$ cat src/rtl/iob_cache_line_writeback.sv
// Purpose : write-back eviction channel; streams one dirty line from the data memory to the back-end.
// Latency : 3 cycles from wb_valid to the first be_valid, then 3 cycles per word (streaming build: 2 cycles, then 1 word per cycle).
// Backpr. : be_ready low holds be_valid/be_addr/be_wdata/be_wstrb stable; wb_valid is ignored while wb_busy.
// Optional: define IOB_CACHE_WB_PIPELINE_EN for streaming mode (no LOAD state, combinational data/address path).
// Ports   : clk_i/reset (async, active-high); wb_valid/wb_addr/wb_busy/wb_done to the cache controller;
//           line_raddr/line_rdata to the data memory (1-cycle read); be_valid/be_addr/be_wdata/be_wstrb/be_ready
//           to the back-end native write interface.
module iob_cache_line_writeback #(
    parameter int ADDR_W      = 32,
    parameter int BE_ADDR_W   = 32,
    parameter int BE_DATA_W   = 32,
    parameter int LINE2BE_W   = 2,
    localparam int BE_NBYTES_W = $clog2(BE_DATA_W / 8),
    localparam int LINE_W      = ADDR_W - BE_NBYTES_W - LINE2BE_W,
    localparam int RADDR_W     = (LINE2BE_W > 0) ? LINE2BE_W : 1
) (
    input  logic                   clk_i,
    input  logic                   reset,
    input  logic                   wb_valid,
    input  logic [LINE_W-1:0]      wb_addr,
    output logic                   wb_busy,
    output logic                   wb_done,
    output logic [RADDR_W-1:0]     line_raddr,
    input  logic [BE_DATA_W-1:0]   line_rdata,
    output logic                   be_valid,
    output logic [BE_ADDR_W-1:0]   be_addr,
    output logic [BE_DATA_W-1:0]   be_wdata,
    output logic [BE_DATA_W/8-1:0] be_wstrb,
    input  logic                   be_ready
);

    typedef enum logic [2:0] {IDLE, FETCH, LOAD, SEND, DONE} state_t;

    state_t                       state, state_nxt;
    logic [LINE_W-1:0]            line_q;
    logic [RADDR_W-1:0]           cnt_q;
    logic                         cnt_last;
    logic [ADDR_W-BE_NBYTES_W-1:0] word_addr;
    logic [BE_ADDR_W-1:0]         addr_comb;
    logic                         start;
    logic                         hs;

    assign start = (state == IDLE) && wb_valid;
    assign hs    = (state == SEND) && be_ready;

    // Line address is captured once at acceptance and held for the whole line.
    always_ff @(posedge clk_i or posedge reset) begin
        if (reset) begin
            line_q <= '0;
        end else if (start) begin
            line_q <= wb_addr;
        end
    end

    generate
        if (LINE2BE_W > 0) begin : g_cnt
            always_ff @(posedge clk_i or posedge reset) begin
                if (reset) begin
                    cnt_q <= '0;
                end else if (start) begin
                    cnt_q <= '0;
                end else if (hs && !cnt_last) begin
                    cnt_q <= cnt_q + RADDR_W'(1);
                end
            end
            assign cnt_last  = &cnt_q;
            assign word_addr = {line_q, cnt_q};
        end else begin : g_nocnt
            // Single-word line: no counter, the first handshake is the last.
            assign cnt_q     = '0;
            assign cnt_last  = 1'b1;
            assign word_addr = line_q;
        end
    endgenerate

    // Byte address: word address shifted over the byte-lane bits, zero-extended.
    always_comb begin
        addr_comb = '0;
        addr_comb[ADDR_W-BE_NBYTES_W-1:0] = word_addr;
        addr_comb = addr_comb << BE_NBYTES_W;
    end

    // State register
    always_ff @(posedge clk_i or posedge reset) begin
        if (reset) begin
            state <= IDLE;
        end else begin
            state <= state_nxt;
        end
    end

    // Next-state logic
    always_comb begin
        state_nxt = state;
        case (state)
            IDLE:  if (wb_valid) state_nxt = FETCH;
`ifdef IOB_CACHE_WB_PIPELINE_EN
            FETCH: state_nxt = SEND;
            SEND:  if (hs) state_nxt = cnt_last ? DONE : SEND;
`else
            FETCH: state_nxt = LOAD;
            SEND:  if (hs) state_nxt = cnt_last ? DONE : FETCH;
`endif
            LOAD:  state_nxt = SEND;
            DONE:  state_nxt = IDLE;
            default: state_nxt = IDLE;
        endcase
    end

`ifndef IOB_CACHE_WB_PIPELINE_EN
    logic [BE_DATA_W-1:0] wdata_q;
    logic [BE_ADDR_W-1:0] addr_q;

    // Registered request: data arrives one cycle after FETCH, captured in LOAD.
    always_ff @(posedge clk_i or posedge reset) begin
        if (reset) begin
            wdata_q <= '0;
            addr_q  <= '0;
        end else if (state == LOAD) begin
            wdata_q <= line_rdata;
            addr_q  <= addr_comb;
        end
    end
`endif

    // Output logic
    always_comb begin
        be_valid = (state == SEND);
        wb_busy  = (state != IDLE);
        wb_done  = (state == DONE);
        be_wstrb = be_valid ? '1 : '0;
`ifdef IOB_CACHE_WB_PIPELINE_EN
        // Read of the next word is issued in the handshake cycle; held during stalls
        // so line_rdata (and therefore be_wdata) stays stable.
        line_raddr = (LINE2BE_W > 0) ? cnt_q + RADDR_W'(hs) : '0;
        be_wdata   = be_valid ? line_rdata : '0;
        be_addr    = addr_comb;
`else
        line_raddr = cnt_q;
        be_wdata   = wdata_q;
        be_addr    = addr_q;
`endif
    end

endmodule

$ cat config.mk
export PLATFORM = sky130hd
export DESIGN_NAME = iob_cache_line_writeback
export DESIGN_NICKNAME = d
export VERILOG_FILES = /design/src/rtl/iob_cache_line_writeback.sv
export SDC_FILE = /design/constraint.sdc
export NUM_CORES = 1
export LEC_CHECK = 0
export BUFFER_PORTS_ARGS = -buffer_cell sky130_fd_sc_hd__buf_2
export CELL_PAD_IN_SITES_DETAIL_PLACEMENT = 1
export CELL_PAD_IN_SITES_GLOBAL_PLACEMENT = 1
export CORE_MARGIN = 2
export CORE_UTILIZATION = 36
export DETAILED_ROUTE_END_ITERATION = 12
export PLACE_DENSITY = 0.85
export SYNTH_ARGS = -nofsm -noshare
export SYNTH_HDL_FRONTEND = slang
export SYNTH_SLANG_ARGS = --single-unit
$ cat constraint.sdc
create_clock -name clk_i -period 3 [get_ports clk_i]
set_clock_uncertainty 0.2 [all_clocks]
set_input_delay 0.3 -clock clk_i [delete_from_list [all_inputs] [get_ports clk_i]]
set_output_delay 0.3 -clock clk_i [all_outputs]
set_load 0.1 [all_outputs]
Yosys cells after proc, flatten, opt, wreduce, memory -nomap -nowiden
Cells that the tools add are included.
{"block": "op_classes", "n_reduce_logical": 9, "n_eq_ne": 6, "muxes": 7, "n_addsub": 1}
{"operator": "$pmux W3 S4", "n": 1}
{"operator": "$mux W3", "n": 3}
{"operator": "$eq A3 B2 Y1 const B", "n": 2}
{"operator": "$mux W2", "n": 2}
{"operator": "$mux W4", "n": 1}
{"operator": "$reduce_and A2 Y1", "n": 2}
{"operator": "$eq A3 B1 Y1 const B", "n": 1}
{"operator": "$eq A3 B3 Y1 const B", "n": 1}
{"operator": "$logic_and A1 B1 Y1", "n": 3}
{"operator": "$logic_not A3 Y1", "n": 1}
{"operator": "$reduce_bool A3 Y1", "n": 1}
{"operator": "$add A2 B1 Y2 const B", "n": 1}
{"operator": "$ne A2 B1 Y1 const B", "n": 1}
{"operator": "$ne A2 B2 Y1 const B", "n": 1}
{"operator": "$reduce_bool A2 Y1", "n": 1}
{"operator": "$logic_not A1 Y1", "n": 1}
{"block": "word_totals", "input_bits": 64, "reg_bits": 95, "wordCells": 28}

Longest topological paths before layout
Gate-level depths: netlist (run 1).
{"block": "depth", "depth_word": 5, "ltp_mapped": 5, "mapped_depth_nobuf": 4}

Worst setup path before layout (run 1)
No wires, ideal clock.
{"block": "synth_timing", "kind": "flip-flop to output port", "from": "reg state[0]", "to": "out wb_done", "arrival_time_ns": 2.703, "stages_incl_launch_ff": 3, "slack_ns": -0.203, "path_buffers": 1, "cell_sequence": "dfrtp_1 > buf_4 > nor3b_1"}
{"block": "synth_between", "elab_chain_len": 1}
{"item": "from (decl)", "line_no": "34", "rtl": "state_t state, state_nxt;"}
{"item": "from (signal assigned)", "line_no": "88", "rtl": "state <= state_nxt;"}
{"item": "$eq A3 B3 Y1", "line_no": "130", "rtl": "wb_done = (state == DONE);"}
{"item": "to (decl)", "line_no": "22", "rtl": "output logic wb_done,"}
Every way passes these cells.

Worst setup path after layout (run 1)
{"block": "layout_timing", "from": "reg state[1]", "to": "out be_wstrb[3]"}
{"block": "layout_between", "elab_chain_len": 2}
{"item": "$eq A3 B2 Y1", "line_no": "128", "rtl": "be_valid = (state == SEND);"}
{"item": "$mux W4", "line_no": "131", "rtl": "be_wstrb = be_valid ? '1 : '0;"}
{"item": "to (decl)", "line_no": "28", "rtl": "output logic [BE_DATA_W/8-1:0] be_wstrb,"}
Every way passes these cells.

==> results.py, run 1 <==
metrics = {
    "status": {
        "outcome": "finished clean",
    },
    "yosys": {
        "yosys-mux-area-fraction_pct": 29.69,
        "synth_cells": 225,
        "synthTopCellsByArea": "sky130_fd_sc_hd__dfrtp_1, sky130_fd_sc_hd__mux2_2, sky130_fd_sc_hd__mux2_4",
        "synthesis.yosys.warnings": 0,
        "post-synth-top-area-fraction_pct": 63.10,
        "post_synth_instance_area_um2": 3767,
        "post_synth_and_or_nand_nor_area_fraction_pct": 1.827,
        "netlist-cell-type-count": 21,
        "postSynthRegisterBits": 95,
        "synth_sequential_area_ratio_pct": 63.10,
        "synth_largest_area_cell": "sky130_fd_sc_hd__dfrtp_1",
        "synth_top_family_by_area": "multiplexers",
        "synth-compound-area-share_pct": 1.395,
        "synth-adder-area-share_pct": 0.3321,
        "postSynthAreaPerCell_um2": 16.74,
        "synth-xor-area-share_pct": 0,
    },
    "clocking": {
        "worstSkewPairLatency_ns": 0.34,
        "htreeDepth": 3,
        "max-clock-path-buffers": 2,
        "clock_sinks": 95,
        "clk_root_buffer_cell": "sky130_fd_sc_hd__clkbuf_8",
        "post_cts.repair.setup_buffers": 0,
        "cts.reportedPaths.clkPinSlew_ns": 0.07,
        "cts_tree": "yes",
        "cts_inserted_buffers": 9,
    },
    "global_route": {
        "grt_start_max_net_pins": 52,
        "first_global_vias": 2956,
        "gr-usage-all-layers_pct": 18.43,
        "first_pass_grt_wire_length_mm": 15.77,
        "initial_antenna_violation_count": 0,
        "grt_overflow_total": 0,
    },
    "placement": {
        "port-buffer-count": 134,
        "rd_place_congestion": 0.6952,
        "place_hpwl_mm": 5.978,
    },
    "sta": {
        "setup_repair_after_global_routing_missed_its_margin": "no",
        "layout_worst_path_cycle_share_pct": 73.14,
        "report.final.slew_viol_count": 0,
        "worst_slew_pin_slew_ns": 0.6443,
        "final_hold_viol_count": 0,
        "period_needed_ns": 2.194,
        "worst_slew_margin_rel_pct": 57.05,
        "finalSetupTns_ns": 0,
        "timing.final.setup_violations": 0,
        "maxClockFrequency_mhz": 455.7,
    },
    "die": {
        "fp.dieW_um": 106.3,
        "die_y_um": 106.3,
        "initial_core_util_pct": 36.82,
        "design.die.area_um2": 11300,
        "floorplan.io_pins": 137,
        "floorplan.core_area_um2": 10230,
        "placementRows": 37,
    },
    "cells_and_area": {
        "flow.area_growth_from_synthesis_pct": 41.55,
        "nets": 483,
        "most_common_library_cell_in_the_layout_ignoring_fill_and_taps": "sky130_fd_sc_hd__buf_2",
        "drive_gt1_share_pct": 57.72,
        "num-fill-cells": 1061,
        "mostFrequentLayoutCells": "sky130_fd_sc_hd__buf_2, sky130_fd_sc_hd__dfrtp_1, sky130_fd_sc_hd__mux2_2, sky130_fd_sc_hd__dlygate4sd3_1, sky130_fd_sc_hd__mux2_4",
        "n_antenna_cell": 0,
    },
    "route": {
        "first_pass_iters": 4,
        "post_drt_via_cell_ratio": 4.567,
        "detail_route.wirelength_mm": 9.784,
        "drt_iter0_drc": 69,
        "residual_antenna_violating_net_count_after_detailed_routing": 0,
        "wire_per_inst_um": 17.57,
        "route.detailed.drc": 0,
        "routed-via-count": 2544,
    },
    "worst_setup_path": {
        "critPathArrivalTime_ns": 1.69,
        "crit_path_end_kind": "output pin",
        "crit_path_max_incr_delay_ns": 0.51,
        "path_class": "flip-flop to output pin",
        "cp_data_required_time_ns": 2.50,
        "worst_reg_to_reg_path_cell_count": 2,
        "worstSetupEndpoint": "be_wstrb[3]",
        "reg2reg_to": "line_q[9]$_DFFE_PP0P_",
        "start_kind": "flip-flop",
        "flop2flop_setup_slack_ns": 0.93,
        "worst_r2r_startpoint": "state[0]$_DFFE_PP0P_",
        "cp_max_fo": 10,
        "critical_path.slowest_cell": "sky130_fd_sc_hd__dfrtp_1",
        "start_point_of_the_critical_path": "state[1]$_DFFE_PP0P_",
        "crit_path_cell_trace": "nand2_1, nor2_1, buf_2",
    },
    "run": {
        "maxCapViolCount": 0,
    },
    "hold_path": {
        "timing.hold.worst.class": "primary input to flip-flop",
    },
}
## sequential cells by signal, indices dropped and copies added, names as in the netlist
register and cells:
be_addr 30, be_wdata 32, line_q 28, line_raddr 2, state 3
## final cells by class
type                    instances  area, µm²  area share (%)
inverters                       2      10.01          0.1877
flip-flops and latches         95       2377           44.58
clock inverters                 1      30.03          0.5631
well taps                     136      170.2           3.191
clock buffers                  13      148.9           2.792
repair buffers                199       1326           24.87
multi-input cells             111       1270           23.82
## through the flow
| stage | utilization (%) | setup slack [ns] | instance area (µm²) | hold slack, ns | std cells |
|---|---|---|---|---|---|
| 6_report | 52.12 | 0.8057 | 5333 | 0.1670 | 557 |
| 5_1_grt | 52.12 | 0.6317 | 5333 | 0.1742 | 557 |
| 4_1_cts | 52.12 | 0.7746 | 5333 | 0.1430 | 557 |
| 3_5_place_dp | 44.31 | 0.9217 | 4533 | 0.2449 | 481 |
| 3_3_place_gp | 44.31 | 0.9855 | 4533 | 0.2324 | 481 |
| 2_1_floorplan | - | 0.02298 | 3776 | 0.2046 | 226 |
## worst max-delay path: cells and delay by family (launching register included)
family / cells / cell delay (ns)
DFF: 1 / 0.51
buffers and inverters: 1 / 0.48
and+or+nand+nor: 2 / 0.35
## synth_stat cells
cell type / n
sky130_fd_sc_hd__inv_1: 2
sky130_fd_sc_hd__conb_1: 1
sky130_fd_sc_hd__ha_1: 1
sky130_fd_sc_hd__or4b_4: 1
sky130_fd_sc_hd__nand4b_1: 1
sky130_fd_sc_hd__dfrtp_1: 95
sky130_fd_sc_hd__nor3_1: 1
sky130_fd_sc_hd__a2bb2oi_1: 1
sky130_fd_sc_hd__or3_2: 1
sky130_fd_sc_hd__nand2_1: 2
sky130_fd_sc_hd__buf_6: 3
sky130_fd_sc_hd__a31oi_1: 1
sky130_fd_sc_hd__nor2_1: 3
sky130_fd_sc_hd__o211ai_1: 2
sky130_fd_sc_hd__mux2_4: 28
sky130_fd_sc_hd__mux2_2: 62
sky130_fd_sc_hd__buf_2: 8
sky130_fd_sc_hd__o31ai_1: 2
sky130_fd_sc_hd__nor3b_1: 2
sky130_fd_sc_hd__buf_4: 7
sky130_fd_sc_hd__o21bai_1: 1
## worst min path at each step
| stage | startpoint | to | slack, ns | cells past startpoint |
|---|---|---|---|---|
| after floorplan | be_ready | state[1]$_DFFE_PP0P_ | 0.20 | 1 |
| after global placement | reset | be_wdata[10]$_DFFE_PP0N_ | 0.23 | 2 |
| after detailed placement | reset | be_wdata[16]$_DFFE_PP0N_ | 0.24 | 2 |
| after CTS | wb_valid | state[0]$_DFFE_PP0P_ | 0.14 | 4 |
| after global routing | wb_valid | state[0]$_DFFE_PP0P_ | 0.17 | 4 |
| final | wb_valid | state[0]$_DFFE_PP0P_ | 0.17 | 4 |
## metal layers
| metal | vias to the layer above | GRT usage (%) | part of all wire [%] |
|---|---|---|---|
| met1 | 1289 | 20.10 | 38 |
| met3 | 15 | 3.311 | 4.1 |
| li1 | 1165 | - | - |
| met2 | 75 | 35.12 | 57 |
| met4 | 0 | 7.049 | 1.6 |
| met5 | - | 0 | 0 |
## cells by family (layout without fill, tap and decap cells)
kind of cell             Yosys count  in the layout
other                              1              2
multiplexers                      90             90
AO/OA/AOI/OAI                      7              7
AND/OR/NAND/NOR                   11             11
buffers and inverters             20            215
adder cells (fa/ha/maj)            1              1
flip-flops                        95             95
## timing repair
item | 4_1_cts | 5_1_grt
resized for setup | 0 | 0
hold buffers | 62 | 0
endpoints found under the hold margin | 111 | 0
Power of run 1 is not shown: default switching activity piles up to over one toggle a cycle in this logic, so the estimate is an artifact.
==> run 2, diff against run 1 <==
--- a/config.mk
+++ b/config.mk
@@ -9,9 +9,9 @@
 export CELL_PAD_IN_SITES_DETAIL_PLACEMENT = 1
 export CELL_PAD_IN_SITES_GLOBAL_PLACEMENT = 1
 export CORE_MARGIN = 2
-export CORE_UTILIZATION = 36
+export CORE_UTILIZATION = 39
 export DETAILED_ROUTE_END_ITERATION = 12
-export PLACE_DENSITY = 0.85
+export PLACE_DENSITY = 0.87
 export SYNTH_ARGS = -nofsm -noshare
 export SYNTH_HDL_FRONTEND = slang
 export SYNTH_SLANG_ARGS = --single-unit
==> constraint.sdc (replaced) <==
create_clock -name clk_i -period 2.2 [get_ports clk_i]
set_clock_uncertainty 0.2 [all_clocks]
set_input_delay 0.22 -clock clk_i [delete_from_list [all_inputs] [get_ports clk_i]]
set_output_delay 0.22 -clock clk_i [all_outputs]
set_load 0.1 [all_outputs]
==> results.py, run 2 (synthesis results as in run 1) <==
metrics = {
    "sta": {
        "period_needed_ns": 2.133,
        "finalSetupTns_ns": 0,
        "setup_repair_after_global_routing_missed_its_margin": "no",
        "worst_slew_pin_slew_ns": 0.5948,
        "report.final.slew_viol_count": 0,
        "final_hold_viol_count": 0,
        "maxClockFrequency_mhz": 468.7,
        "layout_worst_path_cycle_share_pct": 96.97,
        "timing.final.setup_violations": 0,
        "worst_slew_margin_rel_pct": 60.34,
    },
    "global_route": {
        "first_global_vias": 2998,
        "grt_start_max_net_pins": 96,
        "grt_overflow_total": 0,
        "gr-usage-all-layers_pct": 19.66,
        "initial_antenna_violation_count": 0,
        "first_pass_grt_wire_length_mm": 15.37,
    },
    "clocking": {
        "cts_inserted_buffers": 9,
        "clock_sinks": 95,
        "cts.reportedPaths.clkPinSlew_ns": 0.09,
        "htreeDepth": 3,
        "worstSkewPairLatency_ns": 0.35,
        "clk_root_buffer_cell": "sky130_fd_sc_hd__clkbuf_8",
        "max-clock-path-buffers": 2,
        "cts_tree": "yes",
        "post_cts.repair.setup_buffers": 0,
    },
    "die": {
        "fp.dieW_um": 102.3,
        "design.die.area_um2": 10460,
        "die_y_um": 102.3,
        "floorplan.io_pins": 137,
        "floorplan.core_area_um2": 9328,
        "initial_core_util_pct": 40.39,
        "placementRows": 35,
    },
    "placement": {
        "port-buffer-count": 134,
        "rd_place_congestion": 0.7046,
        "numPlacedInstances": 476,
        "place_hpwl_mm": 5.691,
    },
    "worst_setup_path": {
        "crit_path_end_kind": "output pin",
        "cp_max_fo": 8,
        "path_class": "flip-flop to output pin",
        "critPathArrivalTime_ns": 1.71,
        "cp_data_required_time_ns": 1.78,
        "cp_top_family": "simple AND/OR/NAND/NOR gates",
        "crit_path_cell_trace": "buf_4, or3_2, buf_2",
        "crit_path_max_incr_delay_ns": 0.49,
        "critical_path.slowest_cell": "sky130_fd_sc_hd__or3_2",
        "start_kind": "flip-flop",
        "cp.buffers_inverters": 2,
    },
    "route": {
        "detail_route.wirelength_mm": 9.890,
        "m1WireLength_mm": 3.569,
        "wl_met3_um": 504,
        "route.detailed.drc": 0,
        "post_drt_via_cell_ratio": 4.659,
        "topRoutingLayerUsed": "met4",
        "wire_per_inst_um": 17.85,
        "first_pass_iters": 4,
        "drt_iter0_drc": 46,
        "residual_antenna_violating_net_count_after_detailed_routing": 0,
        "met2_wirelength_mm": 5.684,
        "routed-via-count": 2581,
    },
    "cells_and_area": {
        "drive_gt1_share_pct": 59.06,
        "mostFrequentLayoutCells": "sky130_fd_sc_hd__buf_2, sky130_fd_sc_hd__dfrtp_1, sky130_fd_sc_hd__mux2_2, sky130_fd_sc_hd__dlygate4sd3_1, sky130_fd_sc_hd__mux2_4",
        "flow.area_growth_from_synthesis_pct": 43.31,
        "most_common_library_cell_in_the_layout_ignoring_fill_and_taps": "sky130_fd_sc_hd__buf_2",
        "nets": 485,
        "final-instance-count-excl-fill": 554,
        "max_reg_flops": 32,
        "n_antenna_cell": 0,
    },
    "hold_path": {
        "timing.hold.worst.class": "primary input to flip-flop",
    },
    "run": {
        "maxCapViolCount": 0,
    },
    "status": {
        "outcome": "finished clean",
    },
}
[run 2: changes by cell type in the layout (fill, tap and decap cells not counted), sizes merged]
cell	before	now
buf	137	139
clkbuf	13	9
clkinv	0	1
clkinvlp	0	4
inv	2	3
[run 2: final cells by class]
class	instances	area, µm²
Fill cell	941	3929
Sequential cell	95	2377
Timing Repair Buffer	201	1366
Multi-Input combinational cell	111	1277
Tap cell	129	161.4
Clock buffer	9	123.9
Clock inverter	7	81.33
Inverter	2	11.26
[run 2: through the flow]
stage	utilization [%]	instance area, µm²	setup slack, ns	hold slack [ns]
after CTS	57.88	5399	0.04839	0.04616
after floorplan	-	3787	0.06085	0.1247
after detailed placement	49.03	4573	0.1427	0.2242
after global routing	57.88	5399	0.01148	0.06783
after global placement	49.03	4573	0.2027	0.2064
final	57.88	5399	0.06662	0.05265
[run 2: routing by layer]
layer	global-route usage, %	vias to the layer above
li1	-	1173
met1	20.49	1308
met2	38.61	86
met3	4.241	14
met4	6.667	0
met5	0	-
[run 2: final timing paths]
kind	from	end	slack (ns)	depth (start not counted)
worst max-delay path	state[0]$_DFFE_PP0P_	wb_busy	0.07	3
worst min-delay path	wb_valid	state[0]$_DFFE_PP0P_	0.05	4
worst max register to register	state[1]$_DFFE_PP0P_	line_q[27]$_DFFE_PP0P_	0.15	2
worst min register to register	be_addr[5]$_DFFE_PP0N_	be_addr[5]$_DFFE_PP0N_	0.32	1
max in group asynchronous	reset	line_q[24]$_DFFE_PP0P_	1.03	4
min in group asynchronous	reset	be_wdata[11]$_DFFE_PP0N_	0.36	4
[run 2: repair_timing]
action | in CTS | in global routing
hold endpoints to repair | 157 | 0
hold buffers | 62 | 0
gates resized for setup | 0 | 0
[run 2: tightest hold or removal path, stage by stage]
cell and delay, ns:
sky130_fd_sc_hd__buf_2 0.09, sky130_fd_sc_hd__nor2_1 0.04, sky130_fd_sc_hd__a2bb2oi_1 0.12, sky130_fd_sc_hd__nor2_1 0.09
Power of run 2 is left out for the same reason.
